File: config.mk
export PLATFORM = sky130hd
export DESIGN_NAME = lcd_bus_writer
export DESIGN_NICKNAME = d
export VERILOG_FILES = /design/src/rtl/lcd_bus_writer.sv
export SDC_FILE = /design/constraint.sdc
export NUM_CORES = 1
export LEC_CHECK = 0
export CELL_PAD_IN_SITES_DETAIL_PLACEMENT = 0
export CELL_PAD_IN_SITES_GLOBAL_PLACEMENT = 2
export CORE_MARGIN = 2
export CORE_UTILIZATION = 40
export DETAILED_ROUTE_END_ITERATION = 7
export PLACE_DENSITY_LB_ADDON = 0.12
export SLEW_MARGIN = 25
export SYNTH_ARGS = -nofsm -noshare
export SYNTH_HDL_FRONTEND = slang
export SYNTH_SLANG_ARGS = --single-unit
File: constraint.sdc
create_clock -name clk_clk -period 4.6 [get_ports clk_clk]
set_clock_uncertainty 0.1 [all_clocks]
set_input_delay 1.38 -clock clk_clk [delete_from_list [all_inputs] [get_ports clk_clk]]
set_output_delay 1.38 -clock clk_clk [all_outputs]
set_load 0.1 [all_outputs]
File: src/rtl/lcd_bus_writer.sv
// 8080-style write engine for a parallel TFT bus: a small FIFO of {rs, data, repeat}
// words feeds a strobe generator that drives cs_n/rs/wr_n/data with registered outputs.
module lcd_bus_writer #(
  parameter int DATA_W     = 16,
  parameter int FIFO_DEPTH = 16,
  parameter int T_SETUP    = 1,
  parameter int T_WR_LOW   = 2,
  parameter int T_WR_HIGH  = 2,
  parameter int T_CS_HOLD  = 1
) (
  input  logic                          clk_clk,
  input  logic                          reset_reset,
  input  logic                          in_valid,
  output logic                          in_ready,
  input  logic                          in_rs,
  input  logic [DATA_W-1:0]             in_data,
  input  logic [15:0]                   in_repeat,
  output logic                          busy,
  output logic [$clog2(FIFO_DEPTH):0]   fifo_level,
  output logic                          lcd_cs_n,
  output logic                          lcd_rs,
  output logic                          lcd_wr_n,
  output logic                          lcd_rd_n,
  output logic [DATA_W-1:0]             lcd_data_out,
  output logic                          lcd_data_oe,
  output logic [2:0]                    dbg_state
);

  localparam int AW = $clog2(FIFO_DEPTH);
  localparam int LW = AW + 1;
  localparam int EW = 1 + DATA_W + 16;
  localparam int CW = 16;

  typedef enum logic [2:0] {
    IDLE    = 3'd0,
    SETUP   = 3'd1,
    WR_LOW  = 3'd2,
    WR_HIGH = 3'd3,
    HOLD    = 3'd4
  } state_t;

  state_t          state, state_next;
  logic [CW-1:0]   cnt, cnt_next;
  logic [15:0]     rep_cnt;
  logic [EW-1:0]   mem [FIFO_DEPTH];
  logic [AW-1:0]   wr_ptr, rd_ptr;
  logic [LW-1:0]   level_next;
  logic [EW-1:0]   head;
  logic            push, pop, rep_dec, fifo_empty;

  // Handshake: a word transfers on every clock edge where in_valid && in_ready are
  // both high. in_ready is a register derived from the FIFO level only, so a full
  // FIFO refuses a push even when a pop happens on the same edge.
  assign push       = in_valid && in_ready;
  assign fifo_empty = (fifo_level == '0);
  assign head       = mem[rd_ptr];
  assign level_next = fifo_level + LW'(push) - LW'(pop);

  always_ff @(posedge clk_clk) begin
    if (push) mem[wr_ptr] <= {in_rs, in_data, in_repeat};
  end

  // Each timed state loads the down-counter with its duration minus one on entry.
  always_comb begin
    state_next = state;
    cnt_next   = (cnt != '0) ? cnt - CW'(1) : cnt;
    pop        = 1'b0;
    rep_dec    = 1'b0;
    case (state)
      IDLE: begin
        if (!fifo_empty) begin
          pop        = 1'b1;
          state_next = SETUP;
          cnt_next   = CW'(T_SETUP - 1);
        end
      end
      SETUP: begin
        if (cnt == '0) begin
          state_next = WR_LOW;
          cnt_next   = CW'(T_WR_LOW - 1);
        end
      end
      WR_LOW: begin
        if (cnt == '0) begin
          state_next = WR_HIGH;
          cnt_next   = CW'(T_WR_HIGH - 1);
        end
      end
      WR_HIGH: begin
        if (cnt == '0) begin
          if (rep_cnt != '0) begin
            rep_dec    = 1'b1;
            state_next = WR_LOW;
            cnt_next   = CW'(T_WR_LOW - 1);
          end else if (!fifo_empty) begin
            pop        = 1'b1;
            state_next = SETUP;
            cnt_next   = CW'(T_SETUP - 1);
          end else begin
            state_next = HOLD;
            cnt_next   = CW'(T_CS_HOLD - 1);
          end
        end
      end
      HOLD: begin
        if (cnt == '0) begin
          if (!fifo_empty) begin
            pop        = 1'b1;
            state_next = SETUP;
            cnt_next   = CW'(T_SETUP - 1);
          end else begin
            state_next = IDLE;
          end
        end
      end
      default: state_next = IDLE;
    endcase
  end

  // Pin registers are loaded from the next state so they line up with the FSM state.
  always_ff @(posedge clk_clk) begin
    if (reset_reset) begin
      state        <= IDLE;
      cnt          <= '0;
      rep_cnt      <= '0;
      wr_ptr       <= '0;
      rd_ptr       <= '0;
      fifo_level   <= '0;
      in_ready     <= 1'b1;
      lcd_cs_n     <= 1'b1;
      lcd_wr_n     <= 1'b1;
      lcd_rs       <= 1'b0;
      lcd_data_out <= '0;
      lcd_data_oe  <= 1'b0;
    end else begin
      state      <= state_next;
      cnt        <= cnt_next;
      fifo_level <= level_next;
      in_ready   <= (level_next != LW'(FIFO_DEPTH));
      if (push) wr_ptr <= wr_ptr + AW'(1);
      if (pop) begin
        rd_ptr       <= rd_ptr + AW'(1);
        rep_cnt      <= head[15:0];
        lcd_data_out <= head[16 +: DATA_W];
        lcd_rs       <= head[EW-1];
      end else if (rep_dec) begin
        rep_cnt <= rep_cnt - 16'd1;
      end
      lcd_cs_n    <= (state_next == IDLE);
      lcd_wr_n    <= (state_next != WR_LOW);
      lcd_data_oe <= (state_next != IDLE);
    end
  end

  assign lcd_rd_n  = 1'b1;
  assign busy      = (state != IDLE) || !fifo_empty;
  assign dbg_state = state;

endmodule

### Word-level counts from Yosys, hierarchy flattened

Memory sizes are Yosys's and may differ from the RTL's. A register that Yosys moved wholly into a read port is not among the register bits.
Index checks and enable logic that the tools add are counted.

| storage, ports and cells | value |
|---|---|
| bits in registers | 69 |
| memory bits (writable) | 528 |
| bits of input ports | 36 |
| output and inout bits | 31 |
| logic and storage cells | 68 |
| memories | 1 |

| cells by class | value |
|---|---|
| add/sub/neg operators | 6 |
| equality and inequality tests | 6 |
| mux-type cells | 30 |
| reductions and logical operators | 13 |

Memory list:

| name | depth | width | read ports | clocked after memory_dff | wr ports | line | source |
|---|---|---|---|---|---|---|---|
| mem | 16 | 33 | 1 | 1 | 1 | 45 | `logic [EW-1:0] mem [FIFO_DEPTH];` |

Operators by type and width:

| operator | count |
|---|---|
| $mux 16 | 7 |
| $pmux 16 s4 | 1 |
| $reduce_bool 16->1 | 2 |
| $sub 16x1->16 const B | 2 |
| $mux 3 | 7 |
| $logic_not 16->1 | 1 |
| $pmux 3 s5 | 1 |
| $mux 1 | 11 |
| $add 4x1->4 const B | 2 |
| $mux 4 | 2 |
| $eq 3x2->1 const B | 2 |
| $logic_not 3->1 | 2 |
| $reduce_bool 3->1 | 2 |
| $add 5x1->5 | 1 |
| $logic_not 5->1 | 1 |
| $ne 5x5->1 const B | 1 |
| $sub 5x1->5 | 1 |
| $eq 3x1->1 const B | 1 |
| $eq 3x3->1 const B | 1 |
| $ne 3x2->1 const B | 1 |
| $pmux 1 s3 | 1 |
| $reduce_bool 2->1 | 1 |
| $reduce_or 2->1 | 1 |
| $logic_and 1x1->1 | 1 |
| 2 further kinds | 2 |

### Logic depth before layout (Yosys ltp)

Gate-level depths: netlist of run 1.

| depth | value |
|---|---|
| depth in word-level cells | 7 |
| gate-level depth with buffers | 17 |
| depth with buffers taken out | 16 |

### Least setup slack after synthesis of run 1

OpenSTA, ideal clock, no wires.

| path | value |
|---|---|
| path kind | input port to flip-flop |
| start point | input in_valid |
| end point | memory mem[3][0] in the netlist's numbering (enable) |
| library setup time | 0.464 ns |
| arrival time | 4.183 ns |
| required time | 4.036 ns |
| slack | -0.147 ns |
| stages on the path | 4 |
| path buffers | 1 |
| cell sequence | and2_1 > clkbuf_1 > nand2_1 > nor3_1 |

| on the way | value |
|---|---|
| word-level cells in the longest chain between the ends | 3 |

RTL lines:

| item | line | source |
|---|---|---|
| from (decl) | 13 | `input logic in_valid,` |
| $logic_and 1x1->1 | 54 | `assign push = in_valid && in_ready;` |
| $mux 1 | 60 | `if (push) mem[wr_ptr] <= {in_rs, in_data, in_repeat};` |
| $mux 1 (implied by the code) | 60 |  |
| to (decl) | 45 |  |

No other way between the ends.

### Worst setup path after layout of run 1

| path | value |
|---|---|
| start point | register fifo_level[2] |
| end point | output busy |

| on the way | value |
|---|---|
| word-level cells in the longest chain between the ends | 3 |

RTL lines:

| item | line | source |
|---|---|---|
| from (decl) | 19 | `output logic [$clog2(FIFO_DEPTH):0] fifo_level,` |
| from (signal assigned) | 138 | `fifo_level <= level_next;` |
| $logic_not 5->1 | 55 | `assign fifo_empty = (fifo_level == '0);` |
| $logic_not 1->1 | 156 | `assign busy = (state != IDLE) \|\| !fifo_empty;` |
| $logic_or 1x1->1 | 156 |  |
| to (decl) | 18 | `output logic busy,` |

No other way between the ends.

==> PnR_summary.wiki, run 1 <==
{| class="wikitable"
! Metric !! Value
|-
| Run status || complete, no violations
|-
| Max-cap violations || 0
|-
| Post-route worst hold slack || 0.352 ns
|-
| Leakage power figure || 0.00866 uW
|-
| Reg power frac || 0.402
|-
| TritonCTS clock tree || built
|-
| Clock latency at the later pin of the worst-skew pair || 0.60 ns
|-
| Met2 capacity usage during global routing || 0.302
|-
| Buffer levels on the longest clock path || 3
|-
| Overall fraction of global-route tracks in use || 0.182
|-
| Layout cells sized above 1 || 0.221
|-
| Number of antenna violations at the first check in global routing || 0
|-
| Critical Path Source || fifo_level[2]
|-
| Setup crit start kind || register
|-
| Worst R2R Start || rep_cnt[0]
|-
| Clock transition at the registers of the reported paths || 0.06 ns
|-
| Critical path required time || 3.12 ns
|-
| Via count of the first global-routing pass || 12461
|-
| Synthesized netlist cell count || 1252
|-
| Pin count of the biggest net entering global routing || 48
|-
| Kind of end point of the critical path || primary output
|-
| Internal power || 11200 uW
|-
| Sink Count || 601
|-
| Maximum clock frequency || 0.239 GHz
|-
| Top-level port count || 67
|-
| Ordered cell list for the critical path || inv_1 > ha_1 > nor4b_4 > nand3_1 > clkdlybuf4s50_1
|-
| #FFs+latches synth || 601
|-
| Data arrival time of the critical path || 2.70 ns
|-
| Setup violations, final || 0
|-
| DRT iter0 DRCs || 847
|-
| Final non-filler cell total || 2174
|-
| Final net count || 1408
|-
| CP peak stage delay || 0.99 ns
|-
| Area of the mapped netlist || 23500 um^2
|-
| Pins over their slew limit || 0
|-
| Chip height || 246 um
|-
| Comb power frac || 0.286
|-
| Unrepaired setup endpoints after global routing || false
|-
| Crit Path Class || reg -> out
|-
| Row count || 88
|-
| Count of warnings emitted by yosys || 0
|-
| First-pass GRT wire length || 80400 um
|-
| Clock network fraction of total power || 0.312
|-
| Final-layout setup total negative slack || 0 ns
|-
| Global route total overflow || 0
|-
| Number of buffers created by CTS || 67
|-
| Most used flip-flop cell after synthesis || sky130_fd_sc_hd__edfxtp_1
|-
| Sw Ratio || 0.329
|-
| Via density || 5.43
|-
| Share of the yosys chip area belonging to registers || 0.738
|-
| Antenna diode count || 0
|-
| Placed wire-length estimate after detailed placement || 29900 um
|-
| Die width || 246 um
|-
| Hold path startpoint || lcd_data_out[5]
|-
| Crit path max-delay cell type || sky130_fd_sc_hd__clkdlybuf4s50_1
|-
| Post-Synthesis Net Count || 1303
|-
| Utilization of the core after routing || 0.474
|-
| Instance count after placement with tap cells included || 2053
|-
| Core Footprint || 57800 um^2
|-
| CTS resizes || 0
|-
| Total Die Area || 60600 um^2
|-
| Net load switching power || 5470 uW
|-
| Port Buffer Count || 65
|-
| R2R setup slack || 1.01 ns
|-
| Transition at the pin with the smallest max-transition slack || 1.02 ns
|-
| Hold violation count in the final report || 0
|-
| Power per cell area || 607 nW/um^2
|-
| Shortest clock period the worst path allows after layout || 4.18 ns
|-
| Detailed-route wire length per cell || 24.6 um
|-
| Most used routing layer || met2
|-
| Hold-fix buffer count after cts || 0
|-
| Buffering stage count on the worst path with inverters included || 2
|-
| Routed Wire Length || 53500 um
|-
| Avg Inst Size Synth || 18.7 um^2
|-
| Max H-tree Level || 3
|-
| Effective utilization at floorplan || 0.406
|-
| Number of library cell types mapped by synthesis || 71
|-
| Iteration count of the initial detailed-routing pass || 5
|-
| Routability-driven placement congestion ratio || 0.709
|-
| Largest fanout on the critical path || 6
|-
| Root cell of the clock tree || sky130_fd_sc_hd__clkbuf_16
|-
| Final Total Pwr || 16600 uW
|-
| Proportion of synthesized flip-flops having asynchronous set or reset || 0
|-
| Synth-to-Final Area Change || 16.9%
|-
| Total via count after detailed routing || 11811
|-
| Worst vdd rail ir drop || 0.414 mV
|-
| Global-route met1 utilization || 0.248
|-
| Most common library cell in the layout ignoring fill and taps || sky130_fd_sc_hd__edfxtp_1
|-
| Number of buffers inserted to repair setup after CTS || 0
|-
| Worst path top cell family by delay || buffers and inverters
|-
| Remaining routing DRC violations || 0
|-
| Most frequent cells in the layout || 528 x sky130_fd_sc_hd__edfxtp_1, 130 x sky130_fd_sc_hd__mux4_2, 82 x sky130_fd_sc_hd__nand2_1
|-
| Part of the cycle the worst path needs || 0.910
|-
| Worst slew slack as a fraction of its limit || 0.317
|-
| Number of flops mapped to enable cells by yosys || 528
|-
| Worst Hold Class || reg -> reg
|-
| Global routing met3 resource utilization || 0.0325
|-
| Number of nets still failing antenna checks after routing || 0
|}
-- synthesized netlist by cell type, types with 3 or more instances --
cell | instances | area (um^2)
sky130_fd_sc_hd__buf_4 | 3 | 22.5
sky130_fd_sc_hd__nand3_1 | 8 | 40.0
sky130_fd_sc_hd__edfxtp_1 | 528 | 15900
sky130_fd_sc_hd__a21oi_1 | 51 | 255
sky130_fd_sc_hd__o22ai_1 | 10 | 62.6
sky130_fd_sc_hd__nor3_1 | 13 | 65.1
sky130_fd_sc_hd__xor2_1 | 12 | 105
sky130_fd_sc_hd__mux2i_1 | 14 | 140
sky130_fd_sc_hd__clkbuf_1 | 28 | 105
sky130_fd_sc_hd__nor4_4 | 3 | 63.8
sky130_fd_sc_hd__o21ai_0 | 7 | 35.0
sky130_fd_sc_hd__buf_1 | 6 | 22.5
sky130_fd_sc_hd__nor3_2 | 3 | 30.0
sky130_fd_sc_hd__o21ai_1 | 5 | 25.0
sky130_fd_sc_hd__nor4_1 | 4 | 25.0
sky130_fd_sc_hd__a22oi_1 | 41 | 308
sky130_fd_sc_hd__inv_1 | 19 | 71.3
sky130_fd_sc_hd__nand4_1 | 4 | 25.0
sky130_fd_sc_hd__or4_1 | 4 | 30.0
sky130_fd_sc_hd__ha_1 | 14 | 175
sky130_fd_sc_hd__mux4_2 | 130 | 2930
sky130_fd_sc_hd__a31oi_1 | 5 | 31.3
sky130_fd_sc_hd__nor2b_1 | 7 | 43.8
sky130_fd_sc_hd__and3_1 | 4 | 25.0
sky130_fd_sc_hd__xnor2_1 | 11 | 96.3
sky130_fd_sc_hd__o31ai_1 | 3 | 22.5
sky130_fd_sc_hd__nor2_1 | 58 | 218
sky130_fd_sc_hd__a221oi_1 | 3 | 26.3
sky130_fd_sc_hd__or3_1 | 9 | 56.3
sky130_fd_sc_hd__buf_2 | 27 | 135
sky130_fd_sc_hd__nand2b_1 | 6 | 37.5
sky130_fd_sc_hd__a211oi_1 | 9 | 67.6
sky130_fd_sc_hd__dfxtp_1 | 73 | 1460
sky130_fd_sc_hd__a32oi_1 | 3 | 26.3
sky130_fd_sc_hd__nand2_1 | 82 | 308
-- registers in the layout, indices dropped and copies added, names as in the netlist, 3 cells and up, named ones only --
| register | count |
|---|---|
| dbg_state | 3 |
| rep_cnt | 16 |
| cnt | 16 |
| fifo_level | 5 |
| lcd_data_out | 16 |
| rd_ptr | 4 |
| wr_ptr | 4 |
| mem | 528 |
-- metrics by stage --
stage / instance area [um^2] / setup slack [ns]
2_1_floorplan: 23500 / 0.578
3_3_place_gp: 25300 / 0.477
3_5_place_dp: 25300 / 0.461
4_1_cts: 27400 / 0.344
5_1_grt: 27400 / 0.262
6_report: 27400 / 0.416
-- final cells by class --
class | instances | area [um^2]
clock buffers | 94 | 1880
repair buffers | 102 | 1040
flip-flops and latches | 601 | 17300
multi-input cells | 564 | 5900
clock inverters | 27 | 243
fillers | 4890 | 30400
well taps | 765 | 957
inverters | 21 | 78.8
-- per-layer routing --
metal  part of all wire  vias to the layer above  wire, um
met2               0.49                      197     26400
met3              0.035                       78      1870
li1                   -                     5266         -
met1               0.45                     6270     24100
met5                  0                        -         0
met4              0.020                        0      1070
-- power groups by stage --
| stage | sequential, uW | combinational (uW) | clock, uW |
|---|---|---|---|
| 5_1_grt | 6750 | 5190 | 5530 |
| 4_1_cts | 6700 | 4890 | 5320 |
| 6_report | 6680 | 4770 | 5190 |
| 3_5_place_dp | 6810 | 4860 | 0 |
| 3_3_place_gp | 6810 | 4870 | 0 |
| 2_1_floorplan | 7390 | 2910 | 0 |
-- final timing paths --
kind | end | cells after the start
setup / recovery | busy | 5
hold / removal | lcd_data_out[5] | 2
setup reg to reg | in_ready | 16
hold reg to reg | lcd_data_out[5] | 2
-- worst register-to-register path, delay by kind of cell (launching register included) --
kind / cells / cell delay [ns]
AO/OA/AOI/OAI: 3 / 0.47
flip-flops: 1 / 0.35
adder cells (fa/ha/maj): 4 / 0.92
buffers and inverters: 3 / 0.21
AND/OR/NAND/NOR: 6 / 1.40
-- kinds of logic (layout without fill, tap and decap cells) --
| logic type | Yosys count | in the layout | share of synthesized area |
|---|---|---|---|
| other | 1 | 1 | 0.000160 |
| adders and majority gates | 15 | 15 | 0.00832 |
| and+or+nand+nor | 224 | 224 | 0.0501 |
| DFF | 601 | 601 | 0.738 |
| muxes | 145 | 145 | 0.131 |
| buffers and inverters | 87 | 244 | 0.0165 |
| AOI/OAI and AO/OA | 156 | 156 | 0.0465 |
| xor gates and xnor gates | 23 | 23 | 0.00859 |
No activity file was read; power rests on OpenSTA's default activity.
==> inputs of run 2 (changes only) <==
- MAX_ROUTING_LAYER: not set -> met4
==> PnR_summary.wiki, run 2 (same netlist as run 1, synthesis figures left out) <==
{| class="wikitable"
! Metric !! Value
|-
| Buffering stage count on the worst path with inverters included || 2 (unchanged)
|-
| Port Buffer Count || 65 (unchanged)
|-
| Setup violations, final || 0 (unchanged)
|-
| Final-layout setup total negative slack || 0 ns (unchanged)
|-
| TritonCTS clock tree || built
|-
| Register ranked first by flip-flop count || mem
|-
| Iteration count of the initial detailed-routing pass || 5 (unchanged)
|-
| First-pass GRT wire length || 80400 um (about the same)
|-
| Via density || 5.41 (-0.51%)
|-
| CP peak stage delay || 0.99 ns (about the same)
|-
| Die width || 246 um (unchanged)
|-
| Crit Path Class || reg -> out
|-
| Most common library cell in the layout ignoring fill and taps || sky130_fd_sc_hd__edfxtp_1
|-
| Number of buffers inserted to repair setup after CTS || 0 (unchanged)
|-
| Final worst slack || 0.414 ns (-0.00254 ns)
|-
| Kind of end point of the critical path || primary output
|-
| Part of the cycle the worst path needs || 0.910 (about the same)
|-
| Top-level port count || 67 (unchanged)
|-
| Global routing met3 resource utilization || 0.0324 (-0.000109)
|-
| Antenna diode count || 0 (unchanged)
|-
| CTS resizes || 0 (unchanged)
|-
| Routed Wire Length || 53600 um (+0.13%)
|-
| Effective utilization at floorplan || 0.406 (unchanged)
|-
| Ordered cell list for the critical path || inv_1 > ha_1 > nor4b_4 > nand3_1 > clkdlybuf4s50_1
|-
| Placed Instance Area || 25300 um^2 (unchanged)
|-
| Pins over their slew limit || 0 (unchanged)
|-
| Hold violation count in the final report || 0 (unchanged)
|-
| Placed wire-length estimate after detailed placement || 29900 um (unchanged)
|-
| Most frequent cells in the layout || 528 x sky130_fd_sc_hd__edfxtp_1, 130 x sky130_fd_sc_hd__mux4_2, 82 x sky130_fd_sc_hd__nand2_1
|-
| Hold-fix buffer count after cts || 0 (unchanged)
|-
| Worst path top cell family by delay || buffers and inverters
|-
| DRT iter0 DRCs || 806 (-4.8%)
|-
| Routability-driven placement congestion ratio || 0.717 (+1.2%)
|-
| Most used routing layer || met2
|-
| Worst Hold Class || reg -> reg
|-
| Transition at the pin with the smallest max-transition slack || 1.02 ns (unchanged)
|-
| Final Instance Area || 27400 um^2 (unchanged)
|-
| Sink Count || 601 (unchanged)
|-
| Leakage power figure || 0.00866 uW (unchanged)
|-
| Global-route met1 utilization || 0.248 (about the same)
|-
| Area used by multi-input combinational logic || 5900 um^2 (unchanged)
|-
| Core Footprint || 57800 um^2 (unchanged)
|-
| Largest fanout on the critical path || 6 (unchanged)
|-
| Data arrival time of the critical path || 2.71 ns (about the same)
|-
| Worst vdd rail ir drop || 0.414 mV (about the same)
|-
| Worst slew slack as a fraction of its limit || 0.317 (unchanged)
|-
| Pin count of the biggest net entering global routing || 48 (unchanged)
|-
| Layout cells sized above 1 || 0.221 (unchanged)
|-
| Via count of the first global-routing pass || 12460 (-0.0080%)
|-
| Filler cell count in the final layout || 4890 (unchanged)
|-
| Max-cap violations || 0 (unchanged)
|-
| Number of nets still failing antenna checks after routing || 0 (unchanged)
|-
| Clock latency at the later pin of the worst-skew pair || 0.60 ns (about the same)
|-
| Synth-to-Final Area Change || 16.9% (unchanged)
|-
| Number of buffers created by CTS || 67 (unchanged)
|-
| Number of flip-flops under the largest register name || 528 (unchanged)
|-
| Number of antenna violations at the first check in global routing || 0 (unchanged)
|-
| Power per cell area || 607 nW/um^2 (about the same)
|-
| Worst slack at placement || 0.461 ns (unchanged)
|-
| Total via count after detailed routing || 11751 (-0.51%)
|-
| Clock transition at the registers of the reported paths || 0.06 ns (about the same)
|-
| Met2 capacity usage during global routing || 0.302 (about the same)
|-
| Final net count || 1408 (unchanged)
|-
| Overall fraction of global-route tracks in use || 0.187 (+0.00551)
|-
| Setup crit start kind || register
|-
| Root cell of the clock tree || sky130_fd_sc_hd__clkbuf_16
|-
| Row count || 88 (unchanged)
|-
| Run status || complete, no violations
|-
| Unrepaired setup endpoints after global routing || false
|-
| Buffer levels on the longest clock path || 3 (unchanged)
|-
| Total Die Area || 60600 um^2 (unchanged)
|-
| Global route total overflow || 0 (unchanged)
|-
| Utilization of the core after routing || 0.474 (unchanged)
|-
| Chip height || 246 um (unchanged)
|-
| Max H-tree Level || 3 (unchanged)
|-
| Shortest clock period the worst path allows after layout || 4.19 ns (+0.00254 ns)
|-
| Detailed-route wire length per cell || 24.6 um (+0.13%)
|-
| Critical path required time || 3.12 ns (about the same)
|-
| Remaining routing DRC violations || 0 (unchanged)
|-
| Crit path max-delay cell type || sky130_fd_sc_hd__clkdlybuf4s50_1
|-
| Maximum clock frequency || 0.239 GHz (about the same)
|-
| Area occupied by registers || 17300 um^2 (unchanged)
|}
-- run 2: path summary, 6_finish.rpt --
check	slack (ns)	to	startpoint	cells after the start
max reg2reg	1.01	in_ready	rep_cnt[0]	16
min reg2reg	0.35	lcd_data_out[5]	lcd_data_out[5]	2
max	0.41	busy	fifo_level[2]	5
min	0.35	lcd_data_out[5]	lcd_data_out[5]	2
-- run 2: final cells by class --
| cell class | instances | share of cell area |
|---|---|---|
| clock buffer | 94 | 0.0686 |
| clock inverter | 27 | 0.00885 |
| inverter | 21 | 0.00288 |
| multi-input combinational | 564 | 0.215 |
| sequential | 601 | 0.632 |
| tap | 765 | 0.0349 |
| timing repair buffer | 102 | 0.0378 |
-- run 2: report_power, final --
part / switching, uW / internal [uW]
clock: 2150 / 3040
sequential: 374 / 6310
combinational: 2950 / 1820
total: 5470 / 11200
-- run 2: routing by layer --
| layer | vias up | wire [um] | share of wire |
|---|---|---|---|
| met1 | 6192 | 24100 | 0.45 |
| met4 | 0 | 1050 | 0.020 |
| met2 | 213 | 26500 | 0.49 |
| met3 | 79 | 1920 | 0.036 |
| li1 | 5267 | - | - |
| met5 | - | 0 | 0 |
-- run 2: worst register-to-register path, delay by kind of cell, from the launching register on --
family	cells	cell delay [ns]
AOI/OAI and AO/OA	3	0.47
buffers and inverters	3	0.21
adders and majority gates	4	0.92
and+or+nand+nor	6	1.42
DFF	1	0.34
-- run 2: metrics by stage --
stage               power, uW  std cells  hold slack, ns
CTS                     16900       2174           0.353
detailed placement      11700       2053           0.345
global placement        11700       2053           0.340
floorplan               10300       1252           0.363
finish                  16600       2174           0.352
global route            17500       2174           0.370
